$ cat config.mk
export PLATFORM = sky130hd
export DESIGN_NAME = rr_mux8
export DESIGN_NICKNAME = d
export VERILOG_FILES = /design/src/rtl/mux_pkg.sv /design/src/rtl/rr_arbiter8.sv /design/src/rtl/rr_mux8.sv
export SDC_FILE = /design/constraint.sdc
export NUM_CORES = 1
export LEC_CHECK = 0
export CORE_MARGIN = 2
export CORE_UTILIZATION = 35
export CTS_CLUSTER_SIZE = 14
export DETAILED_ROUTE_END_ITERATION = 8
export PLACE_DENSITY = 0.64
export SLEW_MARGIN = 20
export SYNTH_ARGS = -nofsm -noshare
export SYNTH_HDL_FRONTEND = slang
export SYNTH_SLANG_ARGS = --single-unit
$ cat constraint.sdc
create_clock -name clk -period 6 [get_ports clk]
set_clock_uncertainty 0.1 [all_clocks]
set_input_delay 1.2 -clock clk [delete_from_list [all_inputs] [get_ports clk]]
set_output_delay 1.2 -clock clk [all_outputs]
set_load 0.1 [all_outputs]
$ cat src/rtl/mux_pkg.sv
// Shared definitions for the 8-channel round-robin mux and its demux partner.
package mux_pkg;

    localparam int NCH  = 8;
    localparam int SELW = 3;

    // Channel index, in the encoding the demux side uses for its select.
    typedef logic [SELW-1:0] sel_t;

    // Output register occupancy.
    typedef enum logic {
        ST_EMPTY = 1'b0,
        ST_FULL  = 1'b1
    } state_t;

endpackage

$ cat src/rtl/rr_arbiter8.sv
// Rotating-priority arbiter: grants the first requester at or above ptr,
// wrapping modulo 8. Purely combinational.
module rr_arbiter8
    import mux_pkg::*;
(
    input  logic [NCH-1:0] req,
    input  sel_t           ptr,
    output logic [NCH-1:0] grant,
    output sel_t           gidx
);

    logic found;
    sel_t idx;

    // Scan from ptr upward, first set request wins; all-zero grant when idle.
    always_comb begin
        grant = '0;
        gidx  = '0;
        found = 1'b0;
        idx   = '0;
        for (int k = 0; k < NCH; k++) begin
            idx = ptr + sel_t'(k);
            if (!found && req[idx]) begin
                found      = 1'b1;
                grant[idx] = 1'b1;
                gidx       = idx;
            end
        end
    end

endmodule

$ cat src/rtl/rr_mux8.sv
// Merges 8 valid/ready channels onto one registered stream, tagging each
// word with its source channel. One-entry output register, full throughput
// via same-cycle drain and refill.
module rr_mux8 #(
    parameter int W   = 8,
    parameter int NCH = 8
) (
    input  logic                  clk,
    input  logic                  rst,
    input  logic [NCH-1:0]        a_valid,
    input  logic [NCH-1:0][W-1:0] a_data,
    output logic [NCH-1:0]        a_ready,
    output logic                  y_valid,
    output logic [W-1:0]          y_data,
    output mux_pkg::sel_t         y_sel,
    input  logic                  y_ready
);

    import mux_pkg::*;

    state_t         state_q, state_d;
    sel_t           ptr_q, ptr_d;
    sel_t           y_sel_q, y_sel_d;
    logic [W-1:0]   y_data_q, y_data_d;
    logic [NCH-1:0] grant;
    sel_t           gidx;
    logic           any_valid;
    logic           load_en;
    logic           load;

    assign any_valid = |a_valid;

    rr_arbiter8 u_arb (
        .req   (a_valid),
        .ptr   (ptr_q),
        .grant (grant),
        .gidx  (gidx)
    );

    // State register: EMPTY/FULL occupancy of the output slot.
    always_ff @(posedge clk) begin
        if (rst) state_q <= ST_EMPTY;
        else     state_q <= state_d;
    end

    // Next state: fill when a word arrives, empty only when drained with nothing to refill.
    always_comb begin
        state_d = state_q;
        case (state_q)
            ST_EMPTY: if (any_valid)              state_d = ST_FULL;
            ST_FULL:  if (y_ready && !any_valid)  state_d = ST_EMPTY;
            default:                              state_d = ST_EMPTY;
        endcase
    end

    // Outputs and handshake: slot may be loaded when empty or draining this cycle.
    always_comb begin
        y_valid = (state_q == ST_FULL);
        load_en = (state_q == ST_EMPTY) || y_ready;
        a_ready = (load_en && !rst) ? grant : '0;
        load    = load_en && any_valid && !rst;
    end

    // Next-state for the data slot and pointer; held values survive a drain.
    always_comb begin
        y_data_d = y_data_q;
        y_sel_d  = y_sel_q;
        ptr_d    = ptr_q;
        if (load) begin
            y_data_d = a_data[gidx];
            y_sel_d  = gidx;
            ptr_d    = gidx + sel_t'(1);
        end
    end

    // Data slot and priority pointer; reset discards any held word.
    always_ff @(posedge clk) begin
        if (rst) begin
            y_data_q <= '0;
            y_sel_q  <= '0;
            ptr_q    <= '0;
        end else begin
            y_data_q <= y_data_d;
            y_sel_q  <= y_sel_d;
            ptr_q    <= ptr_d;
        end
    end

    assign y_data = y_data_q;
    assign y_sel  = y_sel_q;

endmodule

======== Word level (Yosys, flattened, before mapping) ========
Index checks and enable logic that the tools add are counted.
operators by class
  $add $sub $neg .......................... 8
  multiply operators ...................... 0
  divide/modulo/power cells ............... 0
  $lt $le $gt $ge ......................... 17
  eq/ne operators ......................... 0
  shift-type cells ........................ 0
  mux-type cells .......................... 61
  bitwise logic cells ..................... 8
  reduce and logical (&&, ||, !) cells .... 30
operator list
  kind                 count
  $mux 8               10
  $or 8x8->8           7
  $lt 3x4->1 const B   9
  $mux 1               25
  $bmux 1 s3           8
  $bmux 8 s3           1
  $demux 1 s3          8
  $ge 3x1->1 const B   8
  $mux 3               8
  $logic_and 1x1->1    19
  $add 3x3->3 const B  4
  $logic_not 1->1      9
  $reduce_or 8->1      1
  $add 3x1->3 const B  2
  $add 3x2->3 const B  2
  $pmux 1 s2           1
  $logic_or 1x1->1     1
  $not 1->1            1
storage, ports and cells
  flip-flop bits (word level) ............. 15
  bits in latches ......................... 0
  memory bits (writable) .................. 0
  ROM bits ................................ 0
  input bits .............................. 75
  output and inout bits ................... 20
  logic and storage cells ................. 128
  memories kept ........................... 0

======== Depth between registers and ports, before layout ========
  depth after elaboration ................. 26
  mapped depth ............................ 15
  gate-level depth less buffers ........... 11

======== Hierarchy ========
Synthesis repeated with hierarchy kept, for this count alone.
unflattened totals
  cell total of the unflattened synthesis .. 233
  area total of the unflattened synthesis .. 2372.3 µm²
by module, submodules not included
  module       times used  cells each  area an instance (µm²)  seq. area each (µm²)
  rr_arbiter8  1           135         1202.4                  0.0
  rr_mux8      1           98          1169.9                  300.3

======== Least setup slack after synthesis ========
No wires, ideal clock.
  kind .................................... register to output
  from .................................... register ptr_q[0]
  to ...................................... output a_ready[4]
  arrival time ............................ 5.408 ns
  data required time ...................... 4.700 ns
  slack ................................... -0.708 ns
  stages on the path, launching flop included .. 14
  path buffers ............................ 3
  cell sequence ........................... dfxtp_1 buf_6 inv_1 buf_1 ha_1 buf_2 mux4_2 mux2i_4 nand3_4 or3_4 o22ai_1 mux2i_1 and2_1 a211oi_1
between the ends
  word-level cells in the longest chain between the ends .. 25
  elaborated cells between the ends (all ways) .. 100
  classes of those cells .................. add/sub: 7; order compare: 16; mux: 48; bitwise: 7; reduce/logical: 22
ends and longest elaborated chain
  what                                                 line               text
  start, declared                                      rr_mux8.sv:22      sel_t ptr_q, ptr_d;
  start signal, assigned                               rr_mux8.sv:85      ptr_q <= ptr_d;
  branches (longest 23 deep; another with $lt 3x4->1)  n/a
  $mux 8 *                                             rr_arbiter8.sv:23  if (!found && req[idx]) begin
  $mux 8 *                                             rr_mux8.sv:60      a_ready = (load_en && !rst) ? grant : '0;
  end, declared                                        rr_mux8.sv:12      output logic [NCH-1:0] a_ready,
Mark *: on every way between the ends. The select of a mux whose other input is x is not followed.

======== Worst setup path after layout ========
  from .................................... input a_valid[6]
  to ...................................... output a_ready[2]
between the ends
  word-level cells in the longest chain between the ends .. 25
  elaborated cells between the ends (all ways) .. 53
  classes of those cells .................. mux: 32; bitwise: 7; reduce/logical: 14
ends and longest elaborated chain
  what                          line               text
  start, declared               rr_mux8.sv:10      input logic [NCH-1:0] a_valid,
  $bmux 1 s3                    rr_arbiter8.sv:23
  $mux 1 (not written as such)  rr_arbiter8.sv:23
  $mux 1                        rr_arbiter8.sv:23
  $logic_not 1->1               rr_arbiter8.sv:23
  $logic_and 1x1->1             rr_arbiter8.sv:23
  $mux 1                        rr_arbiter8.sv:23
  $logic_not 1->1               rr_arbiter8.sv:23
  $logic_and 1x1->1             rr_arbiter8.sv:23
  [9 not listed]                n/a
  $mux 1                        rr_arbiter8.sv:23
  $logic_not 1->1               rr_arbiter8.sv:23
  $logic_and 1x1->1             rr_arbiter8.sv:23
  $mux 1                        rr_arbiter8.sv:23
  $logic_not 1->1               rr_arbiter8.sv:23
  $logic_and 1x1->1             rr_arbiter8.sv:23
  $mux 8 *                      rr_arbiter8.sv:23
  $mux 8 *                      rr_mux8.sv:60
Mark *: on every way between the ends. The rest lies on a longest branch, timed or not. The select of a mux whose other input is x is not followed.

==> qor.yml <==
route:
  detail-route-antenna-nets: 0
  detailroute.via_count: 2925
  avgRoutedWirePerCell_um: 17.5
  detail_route.first_pass.iterations: 4
  drt-initial-drc-count: 101
  avgViaCountPerCell: 5.86
  wl_um: 8720
  detail_route.drc_violations: 0
logic_synthesis:
  synth.area.mux_share_pct: 22.2
  synth-adder-area-share_pct: 3.22
  synth-xor-area-share_pct: 2.16
  synth-compound-area-share_pct: 34.3
  synth.cell_area_um2: 2720
  post_synth_and_or_nand_nor_area_fraction_pct: 21.0
  combinational_family_with_the_most_area_after_synthesis: "compound AO/OA/AOI/OAI gates"
  netlist_instances: 311
  share_of_synthesized_area_occupied_by_flip_flops_and_latches_pct: 11.1
  synth-async-reset-ratio_pct: 0
  yosysWarnings: 0
  yosys_register_bits: 15
  synth_fp_nets: 393
  ys.flop_type: "dfxtp_1"
  synth-edff-count: 0
  syn_avg_cell_area_um2: 8.73
  netlist-cell-type-count: 74
min_path:
  min-delay-start: "y_sel[0]$_SDFFE_PP0P_"
  worstHoldPathType: "flip-flop to flip-flop"
timing:
  fin_crit_sh_pct: 93.5
  slew_headroom_pct: 34.2
  achievable-frequency_mhz: 178
  timing.final.hold_violations: 0
  period_needed_ns: 5.61
  totalNegativeSetupSlack_ns: 0
  layout_setup_ws_ns: 0.388
  final_max_slew_viol_count: 0
  report.final.setup_viol: 0
  tightestPinTransition_ns: 0.983
  setup_repair_after_global_routing_missed_its_margin: "false"
floorplanning:
  fp.dieArea_um2: 8480
  initial_core_util_pct: 35.7
  fp.dieH_um: 92.1
  fp.dieW_um: 92.1
  placeableCoreArea_um2: 7610
  placement_rows: 32
  io-pin-count: 95
clock_network:
  cts_resized: 0
  clock_latency_ns: 0.26
  tritoncts: "yes"
  clock-sinks: 15
  cts_max_path_buffers: 2
  cts_buffers: 3
  cts.clk_slew.worst_paths_ns: 0.07
  holdBufCountCts: 0
  clk_root_buffer_cell: "clkbuf_8"
  post-cts-setup-buffers: 0
  number_of_h_tree_levels: 1
cells_and_area:
  fin_cells: 499
  commonest_non_fill_non_tap_cell_in_the_layout: "clkdlybuf4s50_1"
  layout-drive-gt1-share_pct: 18.6
  synthToLayoutAreaGrowth_pct: 41.6
  final_cell_mix: "86 x clkdlybuf4s50_1, 35 x nand2_1, 18 x a21oi_1, 15 x dfxtp_1"
  diodes: 0
  design.final.nets: 480
  fin_area_um2: 3850
critical_path:
  sort_of_element_at_the_start_of_the_critical_path: "input pin"
  timing.critical_path.required_ns: 4.70
  worstSetupStartpoint: "a_valid[6]"
  worst_path_max_fanout: 9
  cp.arrival_ns: 4.31
  worstSetupEndpointType: "output port"
  path_class: "input pin to output port"
  rr_startpoint: "ptr_q[0]$_SDFFE_PP0P_"
pwr:
  finalPower_mw: 2.47
  ir_drop_v: 0.000264
  power_leakage_nw: 1.40
  power-per-cell-area_nw_per_um2: 642
status:
  status: "finished clean"
place:
  placedInstanceArea_um2: 3800
  dp_hpwl_um: 6900
  detailedPlace.worstSlack_ns: 0.417
  gp_routability_congestion: 0.919
  place.port_buffers: 94
  placed_cells: 495
global_route:
  grt_overflow: 0
  grt_first_pass_wirelength_um: 14300
  grt_antenna_before_repair: 0
  grt_start_max_net_pins: 34
  via_count_of_the_first_global_routing_pass: 2880
  globalRouteTotalUtil_pct: 20.8
run:
  max-cap-violations: 0
flip-flops by register name (all words and copies together) (netlist names):
register / cells
y_sel: 3
ptr_q: 3
y_data: 8
y_valid: 1
power by group:
group	internal (mW)	switching (mW)	total, mW	leakage (nW)
clock	0.0462	0.0428	0.0891	0.0255
sequential	0.146	0.0224	0.169	0.125
combinational	0.819	1.39	2.21	1.25
total	1.01	1.46	2.47	1.40
routing by layer:
layer	wire length [um]	vias to the layer above	GRT usage (%)	part of all wire, %
met5	0	-	0	0
met4	196	0	8.08	2.2
met3	467	15	2.22	5.4
met2	4170	127	34.3	48
met1	3890	1363	27.7	45
li1	-	1420	-	-
worst max-delay path: stages:
cell and delay, ns:
clkdlybuf4s50_1 0.55, mux4_2 0.62, mux2i_4 0.24, nand3_4 0.17, or3_4 0.44, o22ai_1 0.18
mux2i_1 0.12, and2_1 0.17, a211oi_1 0.37, buf_12 0.23
through the flow:
| step | hold slack, ns | utilization [%] |
|---|---|---|
| final | 0.358 | 50.6 |
| after global routing | 0.382 | 50.6 |
| after CTS | 0.359 | 50.6 |
| after detailed placement | 0.348 | 50.0 |
| after global placement | 0.339 | 50.0 |
| after floorplan | 0.716 | - |
area by class of cell:
type                       instances  area [um2]
fill                             732        3760
multi-input combinational        266        2250
timing repair buffer             102        1080
sequential                        15         300
tap                              102         128
clock buffer                       3        41.3
inverter                          10        37.5
clock inverter                     1        5.00
cells by family after synthesis:
kind of cell,count (synthesis)
compound gates,115
simple gates,102
mux,37
buf+inv,30
flops,15
fa+ha+maj,7
xor+xnor,5
synth_stat cells (3+ instances only):
| cell type | instances | area, um2 |
|---|---|---|
| nand2_1 | 35 | 131 |
| a21oi_1 | 18 | 90.1 |
| dfxtp_1 | 15 | 300 |
| and3_1 | 14 | 87.6 |
| mux4_2 | 14 | 315 |
| nor2_1 | 14 | 52.6 |
| o21ai_0 | 14 | 70.1 |
| nand3_1 | 11 | 55.1 |
| mux2i_1 | 10 | 100 |
| inv_1 | 9 | 33.8 |
| clkbuf_1 | 8 | 30.0 |
| ha_1 | 7 | 87.6 |
| a311oi_1 | 6 | 52.6 |
| buf_6 | 6 | 67.6 |
| a2111oi_0 | 5 | 43.8 |
| a211oi_1 | 5 | 37.5 |
| a211oi_2 | 5 | 62.6 |
| a21boi_1 | 5 | 37.5 |
| mux2_2 | 5 | 56.3 |
| nor3_1 | 5 | 25.0 |
| o41ai_2 | 5 | 81.3 |
| a21boi_0 | 4 | 30.0 |
| a22o_1 | 4 | 35.0 |
| buf_2 | 4 | 20.0 |
| o31a_1 | 4 | 35.0 |
| a221oi_1 | 3 | 26.3 |
| a41oi_1 | 3 | 26.3 |
| and2_1 | 3 | 18.8 |
| mux2_1 | 3 | 33.8 |
| mux2i_4 | 3 | 67.6 |
| nand2b_1 | 3 | 18.8 |
| o211a_1 | 3 | 30.0 |
| o21ai_1 | 3 | 15.0 |
| o221ai_1 | 3 | 26.3 |
| o311ai_0 | 3 | 26.3 |
| xnor2_1 | 3 | 26.3 |
worst paths after layout:
check / to / slack, ns / depth (start not counted)
max: a_ready[2] / 0.39 / 10
max reg2reg: y_data[6]$_SDFFE_PP0P_ / 1.57 / 11
min: y_sel[0]$_SDFFE_PP0P_ / 0.36 / 2
min reg2reg: y_sel[0]$_SDFFE_PP0P_ / 0.36 / 2
(Power assumes the default switching activity.)
